<file path="src/rtl/mps_multicycle_core.sv">
// Multi-cycle MPS CPU core: a FETCH/DECODE/EXEC/MEM/WB sequencer with req/ready
// instruction and data memory ports, branch/jump/halt and retire/halted status.
module mps_multicycle_core #(
  parameter int DATA_WIDTH  = 16,
  parameter int IADDR_WIDTH = 8,
  parameter int DADDR_WIDTH = 8,
  parameter int RESET_PC    = 0
) (
  input  logic                   clock,
  input  logic                   nreset,
  output logic                   imem_req,
  output logic [IADDR_WIDTH-1:0] imem_addr,
  input  logic                   imem_ready,
  input  logic [15:0]            imem_value,
  output logic                   dmem_req,
  output logic                   dmem_wenable,
  output logic [DADDR_WIDTH-1:0] dmem_addr,
  output logic [DATA_WIDTH-1:0]  dmem_wvalue,
  input  logic                   dmem_ready,
  input  logic [DATA_WIDTH-1:0]  dmem_rvalue,
  output logic                   retire,
  output logic                   halted,
  output logic [2:0]             dbg_state
);

  typedef enum logic [2:0] {
    S_FETCH  = 3'd0,
    S_DECODE = 3'd1,
    S_EXEC   = 3'd2,
    S_MEM    = 3'd3,
    S_WB     = 3'd4,
    S_HALTED = 3'd5
  } state_t;

  localparam logic [3:0] OP_ADD  = 4'h1;
  localparam logic [3:0] OP_SUB  = 4'h2;
  localparam logic [3:0] OP_AND  = 4'h3;
  localparam logic [3:0] OP_OR   = 4'h4;
  localparam logic [3:0] OP_XOR  = 4'h5;
  localparam logic [3:0] OP_SHL  = 4'h6;
  localparam logic [3:0] OP_SHR  = 4'h7;
  localparam logic [3:0] OP_LI   = 4'h8;
  localparam logic [3:0] OP_LD   = 4'h9;
  localparam logic [3:0] OP_ST   = 4'hA;
  localparam logic [3:0] OP_BEQZ = 4'hB;
  localparam logic [3:0] OP_JMP  = 4'hC;
  localparam logic [3:0] OP_HALT = 4'hF;

  state_t                 r_state;
  state_t                 w_next_state;
  logic                   r_started;
  logic [IADDR_WIDTH-1:0] r_pc;
  logic [IADDR_WIDTH-1:0] r_next_pc;
  logic [IADDR_WIDTH-1:0] w_exec_pc;
  logic [15:0]            r_ir;
  logic [DATA_WIDTH-1:0]  r_opa;
  logic [DATA_WIDTH-1:0]  r_opb;
  logic [DATA_WIDTH-1:0]  r_opd;
  logic [DATA_WIDTH-1:0]  r_result;
  logic [DATA_WIDTH-1:0]  w_alu;
  logic [DATA_WIDTH-1:0]  w_imm;
  logic [DATA_WIDTH-1:0]  r_regs [16];
  logic [3:0]             w_op;
  logic [3:0]             w_rd;
  logic [3:0]             w_ra;
  logic [3:0]             w_rb;
  logic                   w_writes_rd;

  assign w_op        = r_ir[15:12];
  assign w_rd        = r_ir[11:8];
  assign w_ra        = r_ir[7:4];
  assign w_rb        = r_ir[3:0];
  assign w_imm       = DATA_WIDTH'($signed(r_ir[7:0]));
  assign w_writes_rd = (w_op >= OP_ADD) && (w_op <= OP_LD);

  // Handshake (both ports): req is held from the request cycle up to and including
  // the cycle ready is sampled high; addr/wenable/wvalue come from registers frozen
  // over that window; ready is ignored whenever req is low.
  // r_started keeps imem_req low until the first edge after reset release.
  assign imem_req     = (r_state == S_FETCH) && r_started;
  assign imem_addr    = r_pc;
  assign dmem_req     = (r_state == S_MEM);
  assign dmem_wenable = (r_state == S_MEM) && (w_op == OP_ST);
  assign dmem_addr    = DADDR_WIDTH'(r_opa);
  assign dmem_wvalue  = r_opb;
  assign retire       = (r_state == S_WB);
  assign halted       = (r_state == S_HALTED) || ((r_state == S_WB) && (w_op == OP_HALT));
  assign dbg_state    = r_state;

  always_ff @(posedge clock or negedge nreset) begin
    if (!nreset) begin
      r_state   <= S_FETCH;
      r_started <= 1'b0;
    end else begin
      r_state   <= w_next_state;
      r_started <= 1'b1;
    end
  end

  always_comb begin
    w_next_state = r_state;
    case (r_state)
      S_FETCH:  if (imem_req && imem_ready) w_next_state = S_DECODE;
      S_DECODE: w_next_state = S_EXEC;
      S_EXEC:   w_next_state = ((w_op == OP_LD) || (w_op == OP_ST)) ? S_MEM : S_WB;
      S_MEM:    if (dmem_ready) w_next_state = S_WB;
      S_WB:     w_next_state = (w_op == OP_HALT) ? S_HALTED : S_FETCH;
      S_HALTED: w_next_state = S_HALTED;
      default:  w_next_state = S_FETCH;
    endcase
  end

  // Shift amounts at or beyond the word width flush the result to zero.
  always_comb begin
    w_alu = '0;
    case (w_op)
      OP_ADD: w_alu = r_opa + r_opb;
      OP_SUB: w_alu = r_opa - r_opb;
      OP_AND: w_alu = r_opa & r_opb;
      OP_OR:  w_alu = r_opa | r_opb;
      OP_XOR: w_alu = r_opa ^ r_opb;
      OP_SHL: if (r_opb < DATA_WIDTH'(DATA_WIDTH)) w_alu = r_opa << r_opb;
      OP_SHR: if (r_opb < DATA_WIDTH'(DATA_WIDTH)) w_alu = r_opa >> r_opb;
      OP_LI:  w_alu = w_imm;
      default: w_alu = '0;
    endcase
  end

  always_comb begin
    w_exec_pc = r_pc + IADDR_WIDTH'(1);
    case (w_op)
      OP_BEQZ: if (r_opd == '0)
                 w_exec_pc = r_pc + IADDR_WIDTH'(1) + IADDR_WIDTH'($signed(r_ir[7:0]));
      OP_JMP:  w_exec_pc = IADDR_WIDTH'(r_opa);
      OP_HALT: w_exec_pc = r_pc;
      default: ;
    endcase
  end

  always_ff @(posedge clock or negedge nreset) begin
    if (!nreset) begin
      r_pc      <= IADDR_WIDTH'(RESET_PC);
      r_next_pc <= IADDR_WIDTH'(RESET_PC);
      r_ir      <= '0;
      r_opa     <= '0;
      r_opb     <= '0;
      r_opd     <= '0;
      r_result  <= '0;
    end else begin
      case (r_state)
        S_FETCH:  if (imem_req && imem_ready) r_ir <= imem_value;
        S_DECODE: begin
          r_opa <= r_regs[w_ra];
          r_opb <= r_regs[w_rb];
          r_opd <= r_regs[w_rd];
        end
        S_EXEC: begin
          r_result  <= w_alu;
          r_next_pc <= w_exec_pc;
        end
        S_MEM:    if (dmem_ready && (w_op == OP_LD)) r_result <= dmem_rvalue;
        S_WB:     r_pc <= r_next_pc;
        default:  ;
      endcase
    end
  end

  // r0 is never written, so it reads back as zero without a read-side mux.
  always_ff @(posedge clock or negedge nreset) begin
    if (!nreset) begin
      for (int i = 0; i < 16; i++) r_regs[i] <= '0;
    end else if ((r_state == S_WB) && w_writes_rd && (w_rd != 4'd0)) begin
      r_regs[w_rd] <= r_result;
    end
  end

endmodule

</file>
<file path="config.mk">
export PLATFORM = sky130hd
export DESIGN_NAME = mps_multicycle_core
export DESIGN_NICKNAME = d
export VERILOG_FILES = /design/src/rtl/mps_multicycle_core.sv
export SDC_FILE = /design/constraint.sdc
export NUM_CORES = 1
export LEC_CHECK = 0
export BUFFER_PORTS_ARGS = -buffer_cell sky130_fd_sc_hd__buf_4
export CAP_MARGIN = 0
export CORE_MARGIN = 1
export CORE_UTILIZATION = 52
export DETAILED_ROUTE_END_ITERATION = 7
export PLACE_DENSITY = 0.65
export SYNTH_ARGS = -nofsm -noshare
export SYNTH_HDL_FRONTEND = slang
export SYNTH_SLANG_ARGS = --single-unit
</file>
<file path="constraint.sdc">
create_clock -name clock -period 4.5 [get_ports clock]
set_input_delay 0.225 -clock clock [delete_from_list [all_inputs] [get_ports clock]]
set_output_delay 0.225 -clock clock [all_outputs]
set_load 0.02 [all_outputs]
</file>
* After elaboration in Yosys (flattened, before gate mapping)
Index checks and enable logic that the tools add are counted.
** Word-level totals
- Register bits :: 356
- Word-level logic and storage cells :: 107
** Operators by class
- Add/sub/neg operators :: 4
- $lt $le $gt $ge :: 7
- Equal/unequal tests :: 21
- Shifts and indexed selects :: 2
- Muxes and demuxes :: 24
- Bitwise gates (word level) :: 6
- Reductions and logical operators :: 18
** Operators with widths (count)
- $bwmux 256 :: 1
- $bmux 16 s4 :: 3
- $mux 16 :: 10
- $pmux 16 s8 :: 1
- $demux 16 s4 :: 1
- $pmux 16 s2 :: 1
- $eq 4x4->1 const B :: 6
- $pmux 8 s3 :: 1
- $pmux 3 s6 :: 1
- $add 16x16->16 :: 1
- $and 16x16->16 :: 1
- $eq 4x3->1 const B :: 4
- $logic_not 16->1 :: 1
- $lt 16x5->1 const B :: 1
- $or 16x16->16 :: 1
- $shl 16x16->16 :: 1
- $shr 16x16->16 :: 1
- $sub 16x16->16 :: 1
- $xor 16x16->16 :: 1
- $ge 5x5->1 const B :: 3
- $not 4->5 :: 3
- $mux 3 :: 4
- $logic_and 1x1->1 :: 9
- $add 8x1->8 const B :: 1
- 16 further kinds :: 24

* Logic depth before layout (Yosys ltp)
Gate-level depths: netlist (run 1).
- Word-level depth :: 6
- Depth in mapped cells :: 17

* Worst setup path before layout (run 1)
No wires, ideal clock.
- Path kind :: reg2reg
- Start point :: register r_opb[0] (netlist: dmem_wvalue[0])
- End point :: register r_result[11]
- Setup time :: 127 ps
- Data arrival time :: 3640 ps
- Setup slack :: 732 ps
- Cell stages (with the launch flop) :: 16
- Cell sequence :: dfrtp_1 buf_2 inv_1 buf_2 ha_1 nand3_1 o21ai_0 xnor2_1 ha_1 nand2_1 or4b_2 o21ai_0 o21ai_0 xor2_1 a221oi_1 nor2_1
** On the way
- Longest elaborated chain between the ends :: 4
- Elaborated cells on any way between the ends :: 9
- Those cells by class :: add/sub (2); order compare (1); shift (2); mux (4)
** RTL lines
- start: declaration :: line 57 : logic [DATA_WIDTH-1:0] r_opb;
- start signal: assignment :: line 154 : r_opb <= r_regs[w_rb];
- $lt 16x5->1 (tied with other cells) :: line 122, 123
- $mux 16 (on tied branches) :: line 123, 122
- $pmux 16 s8 (*) :: line 116 : case (w_op)
- $pmux 16 s2 (*) :: line 150 : case (r_state)
- end signal: assignment :: line 158 : r_result <= w_alu;
- end signal: assignment :: line 161 : S_MEM: if (dmem_ready && (w_op == OP_LD)) r_result <= dmem_rvalue;
- end: declaration :: line 59 : logic [DATA_WIDTH-1:0] r_result;
Mark *: on every way between the ends. The rest lies on a longest branch, timed or not.
A chain may end at the register's enable or synchronous reset.

* Final worst setup path (run 1)
- Start point :: register r_ir[13]
- End point :: register r_result[11]
** On the way
- Longest elaborated chain between the ends :: 4
- Elaborated cells on any way between the ends :: 14
- Those cells by class :: eq/ne (10); mux (2); reduce/logical (2)
** RTL lines
- start: declaration :: line 55 : logic [15:0] r_ir;
- start signal: assignment :: line 151 : S_FETCH: if (imem_req && imem_ready) r_ir <= imem_value;
- parallel branches: the longest is 4 deep, another holds $pmux 16 s8
Several ways; the timed one is not identified.

==> reports/summary.log, run 1 <==
INFO  synth          post_synth_num_cell_types=73
INFO  detailed_routing wire_per_inst=31.1um
INFO  floorplan      fp-row-count=77
INFO  detailed_routing antenna_left=0
INFO  floorplan      core_area=0.0444sqmm
INFO  clock_network  worst_skew_pair.late_latency=0.58ns
INFO  sta            clock.fmax=0.269GHz
INFO  final_layout   finalInstanceArea=0.0263sqmm
INFO  final_layout   final_cells=2492
INFO  clock_network  clk_pin_slew=0.07ns
INFO  global_route   gr-total-overflow=0
INFO  sta            final-setup-viol-count=0
INFO  detailed_routing drt_iter0_drc=2038
INFO  sta            fin_hold_ws=0.0289ns
INFO  sta            timing.final.max_slew_violations=0
INFO  power          intPower=5.38mW
INFO  power          clkPwrFrac=51.9%
INFO  clock_network  numCtsBuffers=41
INFO  synth          ys_warn_count=0
INFO  power          p_leak=11.2nW
INFO  place          gpl.final_weighted_congestion=0.982
INFO  clock_network  cts.root.buffer_cell=sky130_fd_sc_hd__clkbuf_16
INFO  synth          synth.yosys.seq_area_share=37.9%
INFO  synth          yosys-top-cells-area=sky130_fd_sc_hd__dfrtp_1, sky130_fd_sc_hd__mux4_2, sky130_fd_sc_hd__mux2_2, sky130_fd_sc_hd__ha_1, sky130_fd_sc_hd__nand2_1
INFO  place          placement.cell_area=0.0246sqmm
INFO  worst_setup_path path_cells=nor2b_1 -> nand2_1 -> o21ai_0 -> xnor2_1 -> ha_1 -> nand2_1 -> or4b_2 -> o21ai_0 -> o21ai_0 -> xor2_1 -> a221oi_1 -> nor2_1
INFO  floorplan      fp.dieH=215um
INFO  worst_setup_path timing.critical_path.arrival=4.18ns
INFO  synth          mappedNetlistNets=1934
INFO  power          p_sw_share=22.0%
INFO  worst_setup_path critPathMaxStageDelay=0.63ns
INFO  detailed_routing dr_total_vias=17300
INFO  sta            grt_setup_unrepaired=false
INFO  worst_hold_path hold_wc_path_type=in2reg
INFO  worst_setup_path critical_path.max_fanout=15
INFO  power          power.density=262mW/mm^2
INFO  synth          netlist_top_cells_count=sky130_fd_sc_hd__dfrtp_1, sky130_fd_sc_hd__mux2_2, sky130_fd_sc_hd__mux4_2
INFO  worst_setup_path wp_data_required=4.96ns
INFO  place          dpl_worst_slack=0.845ns
INFO  sta            postLayoutSetupSlackWorst=0.781ns
INFO  floorplan      die-width=215um
INFO  sta            shortest_clock_period_the_worst_path_allows_after_layout=3.72ns
INFO  floorplan      ioPinCount=76
INFO  sta            slew-limit-headroom=24.7%
INFO  sta            report.final.hold_viol_count=0
INFO  clock_network  postCtsSetupBuffers=0
INFO  final_layout   layout.filler_cells=3511
INFO  clock_network  tritoncts=yes
INFO  clock_network  post_cts_resized=0
INFO  place          dpl.cell_count=2396
INFO  clock_network  cts_hold_buffers=20
INFO  synth          synth_most_common_cell=sky130_fd_sc_hd__dfrtp_1
INFO  synth          synth.top_cell.area_share=37.9%
INFO  synth          synth.cell_area=0.0235sqmm
INFO  final_layout   multi_input_comb_area=0.0137sqmm
INFO  clock_network  h-tree-depth=2
INFO  detailed_routing drc_viols=0
INFO  worst_setup_path cp-start-kind=flip-flop
INFO  place          port-buffer-count=75
INFO  synth          synth.ff_latch_count=356
INFO  floorplan      initial_utilization=52.9%
INFO  final_layout   ff_latch_area=0.00893sqmm
INFO  sta            tightestPinTransition=1.13ns
INFO  global_route   antenna_found_initial=4
INFO  sta            final_min_period_over_clock_period=82.6%
INFO  global_route   grtUsageTotal=34.6%
INFO  final_layout   finalNetCount=1961
INFO  place          hpwl=52300um
INFO  power          ir_drop=229uV
INFO  detailed_routing first_pass_iters=5
INFO  status         status=complete, no violations
INFO  global_route   grt_max_degree=128
INFO  power          power.net_switching=1.51mW
INFO  power          p_comb_share=1.6%
INFO  final_layout   antennaDiodeCount=0
INFO  clock_network  tritoncts_num_sinks=356
INFO  worst_setup_path cp_common_cell=sky130_fd_sc_hd__o21ai_0
INFO  power          report.power.total=6.89mW
INFO  clock_network  clock_tree.buffer_depth=3
INFO  worst_setup_path worstSetupEndpointType=flip-flop
INFO  worst_setup_path cp_slowest_cell=sky130_fd_sc_hd__or4b_2
INFO  synth          yosysTopAreaCell=sky130_fd_sc_hd__dfrtp_1
INFO  final_layout   drive_above_1_share=40.7%
INFO  synth          dominantRegCellSynth=sky130_fd_sc_hd__dfrtp_1
INFO  global_route   grt_pass1_vias=17300
INFO  power          seq_power_share=46.5%
INFO  floorplan      die_area=0.0460sqmm
INFO  sta            finClkSkew=0.0207ns
INFO  synth          syn_area_per_cell=12.8squm
INFO  global_route   wire_length_of_the_first_global_routing_pass=117000um
INFO  synth          synth_async_sr_flop_share=100%
INFO  final_layout   postLayoutCoreUtil=59.1%
INFO  detailed_routing avgViaCountPerCell=6.96
INFO  sta            setup_tns_final=0ns
INFO  flow_run       drv.max_cap_violation_count=0
INFO  final_layout   syn2layout_area_growth=11.8%
INFO  synth          postSynthCellCount=1840
INFO  detailed_routing totalWireLength=77500um
INFO  synth          synth_edf_count=0
INFO  worst_setup_path criticalPathCategory=reg2reg
==> final timing paths <==
check	start	to	slack [ns]	cells past startpoint
max	r_ir[13]	r_result[11]	0.78	12
min	dmem_rvalue[1]	r_result[1]	0.03	3
max reg2reg	r_ir[13]	r_result[11]	0.78	12
min reg2reg	r_regs[242]	r_regs[242]	0.41	0
max in group asynchronous	nreset	r_regs[106]	2.79	3
min in group asynchronous	nreset	r_regs[234]	0.37	2
==> sequential cells by signal, summed over array words and instances, names as in the netlist <==
register	cells
r_regs	256
r_ir	16
dmem_wvalue	16
r_result	16
r_started	1
r_opd	16
r_next_pc	8
dbg_state	3
r_opa	16
imem_addr	8
==> final cells by class <==
| type | count | share of cell area, % |
|---|---|---|
| clock buffer | 61 | 4.70 |
| clock inverter | 15 | 0.762 |
| inverter | 46 | 0.658 |
| multi-input combinational | 1265 | 52.1 |
| sequential | 356 | 34.0 |
| tap | 592 | 2.82 |
| timing repair buffer | 157 | 4.99 |
==> kinds of logic (layout without fill, tap and decap cells) <==
logic type | Yosys count | in the layout | share of synthesized area (%)
other | 1 | 1 | 0.0160
and+or+nand+nor | 329 | 329 | 6.53
xor gates and xnor gates | 35 | 35 | 1.30
AOI/OAI and AO/OA | 279 | 279 | 7.85
adders and majority gates | 58 | 58 | 3.15
muxes | 563 | 563 | 39.2
buffers and inverters | 219 | 279 | 4.01
DFF | 356 | 356 | 37.9
==> layout by cell type (no fill, tap or decap), types with 9 or more instances in the layout <==
master and instances:
sky130_fd_sc_hd__inv_1 44, sky130_fd_sc_hd__clkbuf_1 9, sky130_fd_sc_hd__mux2_2 278, sky130_fd_sc_hd__nand2_1 117, sky130_fd_sc_hd__a21oi_1 50, sky130_fd_sc_hd__nor2b_1 14
sky130_fd_sc_hd__xor2_1 10, sky130_fd_sc_hd__nand3_1 19, sky130_fd_sc_hd__o21a_1 9, sky130_fd_sc_hd__clkbuf_8 9, sky130_fd_sc_hd__nor2_1 82, sky130_fd_sc_hd__and3_1 12
sky130_fd_sc_hd__mux2i_1 21, sky130_fd_sc_hd__o22ai_1 17, sky130_fd_sc_hd__clkbuf_16 43, sky130_fd_sc_hd__mux2_4 10, sky130_fd_sc_hd__xnor2_1 25, sky130_fd_sc_hd__mux4_2 254
sky130_fd_sc_hd__buf_4 130, sky130_fd_sc_hd__ha_1 56, sky130_fd_sc_hd__o211ai_1 12, sky130_fd_sc_hd__dfrtp_1 346, sky130_fd_sc_hd__a221o_1 9, sky130_fd_sc_hd__a211oi_1 18
sky130_fd_sc_hd__nand2b_1 17, sky130_fd_sc_hd__a31oi_1 9, sky130_fd_sc_hd__nor3_1 21, sky130_fd_sc_hd__o21ai_0 80, sky130_fd_sc_hd__dlygate4sd3_1 20, sky130_fd_sc_hd__a22oi_1 13
sky130_fd_sc_hd__a221oi_1 13
==> routing by layer <==
layer	vias to the layer above	routed length, um	GRT usage, %
li1	7166	-	-
met1	9073	31300	47.9
met2	883	36000	53.4
met3	210	6190	6.31
met4	2	3940	16.0
met5	-	8	0
==> worst max-delay path, delay by kind of cell (launching register included) <==
family / cells / cell delay, ns
AND/OR/NAND/NOR: 5 / 1.32
XOR/XNOR: 2 / 0.35
AO/OA/AOI/OAI: 4 / 1.00
flip-flops: 1 / 0.60
adder cells (fa/ha/maj): 1 / 0.34
==> power groups by stage <==
stage / clock, mW / combinational [mW] / sequential, mW
3_5_place_dp: 0 / 0.102 / 3.26
4_1_cts: 3.63 / 0.116 / 3.20
3_3_place_gp: 0 / 0.101 / 3.26
6_report: 3.58 / 0.113 / 3.20
2_1_floorplan: 0 / 0.000617 / 3.26
5_1_grt: 3.76 / 0.128 / 3.20
No activity file was read; power rests on OpenSTA's default activity.
==> run 2: changes to the inputs <==
--- a/config.mk
+++ b/config.mk
@@ -10,7 +10,7 @@
 export CORE_MARGIN = 1
 export CORE_UTILIZATION = 52
 export DETAILED_ROUTE_END_ITERATION = 7
-export PLACE_DENSITY = 0.65
+export PLACE_DENSITY = 0.67
 export SYNTH_ARGS = -nofsm -noshare
 export SYNTH_HDL_FRONTEND = slang
 export SYNTH_SLANG_ARGS = --single-unit
==> constraint.sdc (replaced) <==
create_clock -name clock -period 3.4 [get_ports clock]
set_input_delay 0.17 -clock clock [delete_from_list [all_inputs] [get_ports clock]]
set_output_delay 0.17 -clock clock [all_outputs]
set_load 0.02 [all_outputs]
==> run 2 against run 1 <==
  * Worst setup slack worse by 0.62 ns
  * Critical path depth rose by 1
  * Critical path type unchanged
  * Power up 31%
  * First-iteration DRC count up 7.8%
  * Register-to-register slack got worse by 0.62 ns
  * Highest routed layer is now met4
  * Non-clock buffer count up 61
==> reports/summary.log, run 2 (synthesized netlist as in run 1, its figures left out) <==
INFO  final_layout   postLayoutCoreUtil=60.3% [+1.2 points]
INFO  power          p_leak=11.5nW [+2.8%]
INFO  final_layout   max_ffs_per_register=256 [unchanged]
INFO  sta            grt_setup_unrepaired=false
INFO  worst_hold_path holdPathStages=3 [unchanged]
INFO  final_layout   syn2layout_area_growth=14.0%
INFO  floorplan      fp-row-count=77 [unchanged]
INFO  place          hpwl=54000um [+3.2%]
INFO  sta            final-setup-viol-count=0 [unchanged]
INFO  flow_run       drv.max_cap_violation_count=0 [unchanged]
INFO  clock_network  numCtsBuffers=42 [+2.4%]
INFO  floorplan      fp.dieH=215um [unchanged]
INFO  sta            shortest_clock_period_the_worst_path_allows_after_layout=3.24ns [-0.478 ns]
INFO  worst_setup_path critical_path.max_fanout=4 [-11]
INFO  sta            timing.final.max_slew_violations=0 [unchanged]
INFO  final_layout   finalNetCount=2023 [+3.2%]
INFO  status         status=complete, no violations
INFO  global_route   antenna_found_initial=1 [-3]
INFO  clock_network  tritoncts_num_sinks=356 [unchanged]
INFO  sta            clock.fmax=0.309GHz [+15%]
INFO  detailed_routing dr_total_vias=17700 [+1.9%]
INFO  detailed_routing avgViaCountPerCell=6.92 [-0.51%]
INFO  clock_network  clock_tree.buffer_depth=3 [unchanged]
INFO  power          ir_drop=319uV [+39%]
INFO  detailed_routing totalWireLength=78000um [+0.68%]
INFO  sta            slew-limit-headroom=27.1% [+2.5 points]
INFO  final_layout   layout.cells.most_common_list=sky130_fd_sc_hd__dfrtp_1, sky130_fd_sc_hd__mux2_2, sky130_fd_sc_hd__mux4_2
INFO  worst_hold_path hold_wc_path_type=in2reg
INFO  floorplan      initial_utilization=52.9% [unchanged]
INFO  global_route   gr-total-overflow=0 [unchanged]
INFO  worst_setup_path cp_common_cell=sky130_fd_sc_hd__ha_1
INFO  floorplan      core_area=0.0444sqmm [unchanged]
INFO  sta            final_min_period_over_clock_period=95.3% [+13 points]
INFO  global_route   grtUsageTotal=34.6% [+0.059 points]
INFO  worst_setup_path path_cells=inv_1 -> ha_1 -> nand3_1 -> o21ai_1 -> xnor2_1 -> ha_1 -> nand2_1 -> or4b_2 -> o21ai_2 -> o21ai_0 -> xor2_1 -> a221oi_1 -> nor2_1
INFO  detailed_routing drc_viols=0 [unchanged]
INFO  sta            report.final.hold_viol_count=0 [unchanged]
INFO  final_layout   layout.filler_cells=3504 [-0.20%]
INFO  detailed_routing wire_per_inst=30.6um [-1.7%]
INFO  final_layout   final_cells=2553 [+2.4%]
INFO  worst_setup_path timing.critical_path.arrival=3.69ns [-0.49 ns]
INFO  sta            tightestPinTransition=1.09ns [-0.0392 ns]
INFO  floorplan      die_area=0.0460sqmm [unchanged]
INFO  global_route   wire_length_of_the_first_global_routing_pass=118000um [+0.69%]
INFO  final_layout   layout_commonest_cell=sky130_fd_sc_hd__dfrtp_1
INFO  worst_setup_path cp_slowest_cell=sky130_fd_sc_hd__or4b_2
INFO  clock_network  tritoncts=yes
INFO  place          port-buffer-count=75 [unchanged]
INFO  final_layout   drive_above_1_share=42.4% [+1.8 points]
INFO  detailed_routing drt_iter0_drc=2197 [+7.8%]
INFO  global_route   grt_max_degree=97 [-24%]
INFO  clock_network  worst_skew_pair.late_latency=0.57ns [about the same]
INFO  worst_setup_path timing.reg2reg.worst_path_depth=13 [+1]
INFO  worst_setup_path critPathMaxStageDelay=0.65ns [+0.02 ns]
INFO  floorplan      die-width=215um [unchanged]
INFO  sta            setup_tns_final=0ns [unchanged]
INFO  worst_setup_path wp_data_required=3.85ns [-1.11 ns]
INFO  global_route   grt_pass1_vias=17700 [+2.1%]
INFO  worst_setup_path criticalPathCategory=reg2reg
INFO  sta            finClkSkew=0.0169ns [-0.00376 ns]
INFO  detailed_routing first_pass_iters=5 [unchanged]
INFO  clock_network  h-tree-depth=2 [unchanged]
INFO  clock_network  cts.root.buffer_cell=sky130_fd_sc_hd__clkbuf_16
INFO  worst_setup_path worstSetupEndpointType=flip-flop
INFO  power          power.density=338mW/mm^2 [+29%]
INFO  worst_setup_path cp-start-kind=flip-flop
INFO  clock_network  clk_pin_slew=0.06ns [about the same]
INFO  place          gpl.final_weighted_congestion=1.10 [+12%]
INFO  sta            fin_hold_ws=0.0368ns [+0.00793 ns]
INFO  final_layout   top_register=r_regs
INFO  detailed_routing antenna_left=0 [unchanged]
INFO  place          dpl.cell_count=2451 [+2.3%]
INFO  floorplan      ioPinCount=76 [unchanged]
## run 2: layout make-up
| cell class | count | area (sq um) | share of cell area (%) |
|---|---|---|---|
| multi-input combinational | 1265 | 13700 | 51.1 |
| sequential | 356 | 8930 | 33.3 |
| timing repair buffer | 218 | 1830 | 6.85 |
| clock buffer | 60 | 1230 | 4.59 |
| tap | 592 | 741 | 2.77 |
| clock inverter | 15 | 181 | 0.677 |
| inverter | 46 | 174 | 0.649 |
| antenna | 1 | 2.50 | 0.00934 |
## run 2: per-layer routing
layer  global-route usage (%)  vias up  part of all wire (%)
met1                     46.8     9193                    40
met4                     17.9        0                   6.0
li1                         -     7295                     -
met5                        0        -                     0
met3                     6.45      250                   7.9
met2                     53.8      930                    46
## run 2: through the flow
step                setup WS, ns  power [mW]  cell area (sq um)
finish                     0.159        9.05              26800
CTS                        0.192        9.12              26800
global route             0.00475        9.28              26800
detailed placement         0.199        4.45              25100
global placement           0.249        4.45              25100
floorplan                 0.0108        4.32              23500
## run 2: where the power goes
| group | total (mW) | switching (mW) | internal, mW |
|---|---|---|---|
| clock | 4.65 | 1.84 | 2.81 |
| combinational | 0.160 | 0.106 | 0.0541 |
| sequential | 4.24 | 0.0000745 | 4.24 |
## run 2: worst paths after layout
check | startpoint | endpoint | slack [ns]
worst max-delay path | dmem_wvalue[0] | r_result[11] | 0.16
max in group asynchronous | nreset | dmem_wvalue[0] | 2.16
worst max register to register | dmem_wvalue[0] | r_result[11] | 0.16
worst min register to register | r_regs[254] | r_regs[254] | 0.42
min in group asynchronous | nreset | r_regs[44] | 0.23
worst min-delay path | dmem_rvalue[15] | r_result[15] | 0.04
## run 2: worst max-delay path: cells and delay by family (launching register included)
| kind | cells | cell delay (ns) |
|---|---|---|
| xor+xnor | 2 | 0.32 |
| fa+ha+maj | 2 | 0.47 |
| simple gates | 4 | 1.02 |
| flops | 1 | 0.42 |
| buf+inv | 1 | 0.08 |
| compound gates | 4 | 0.80 |
## run 2: timing repair
| action | 4_1_cts | 5_1_grt |
|---|---|---|
| setup buffers | 0 | 0 |
| hold buffers | 26 | 0 |
| gates resized for setup | 0 | 2 |
| setup endpoints to repair | 0 | 1 |
| hold endpoints to repair | 107 | 0 |
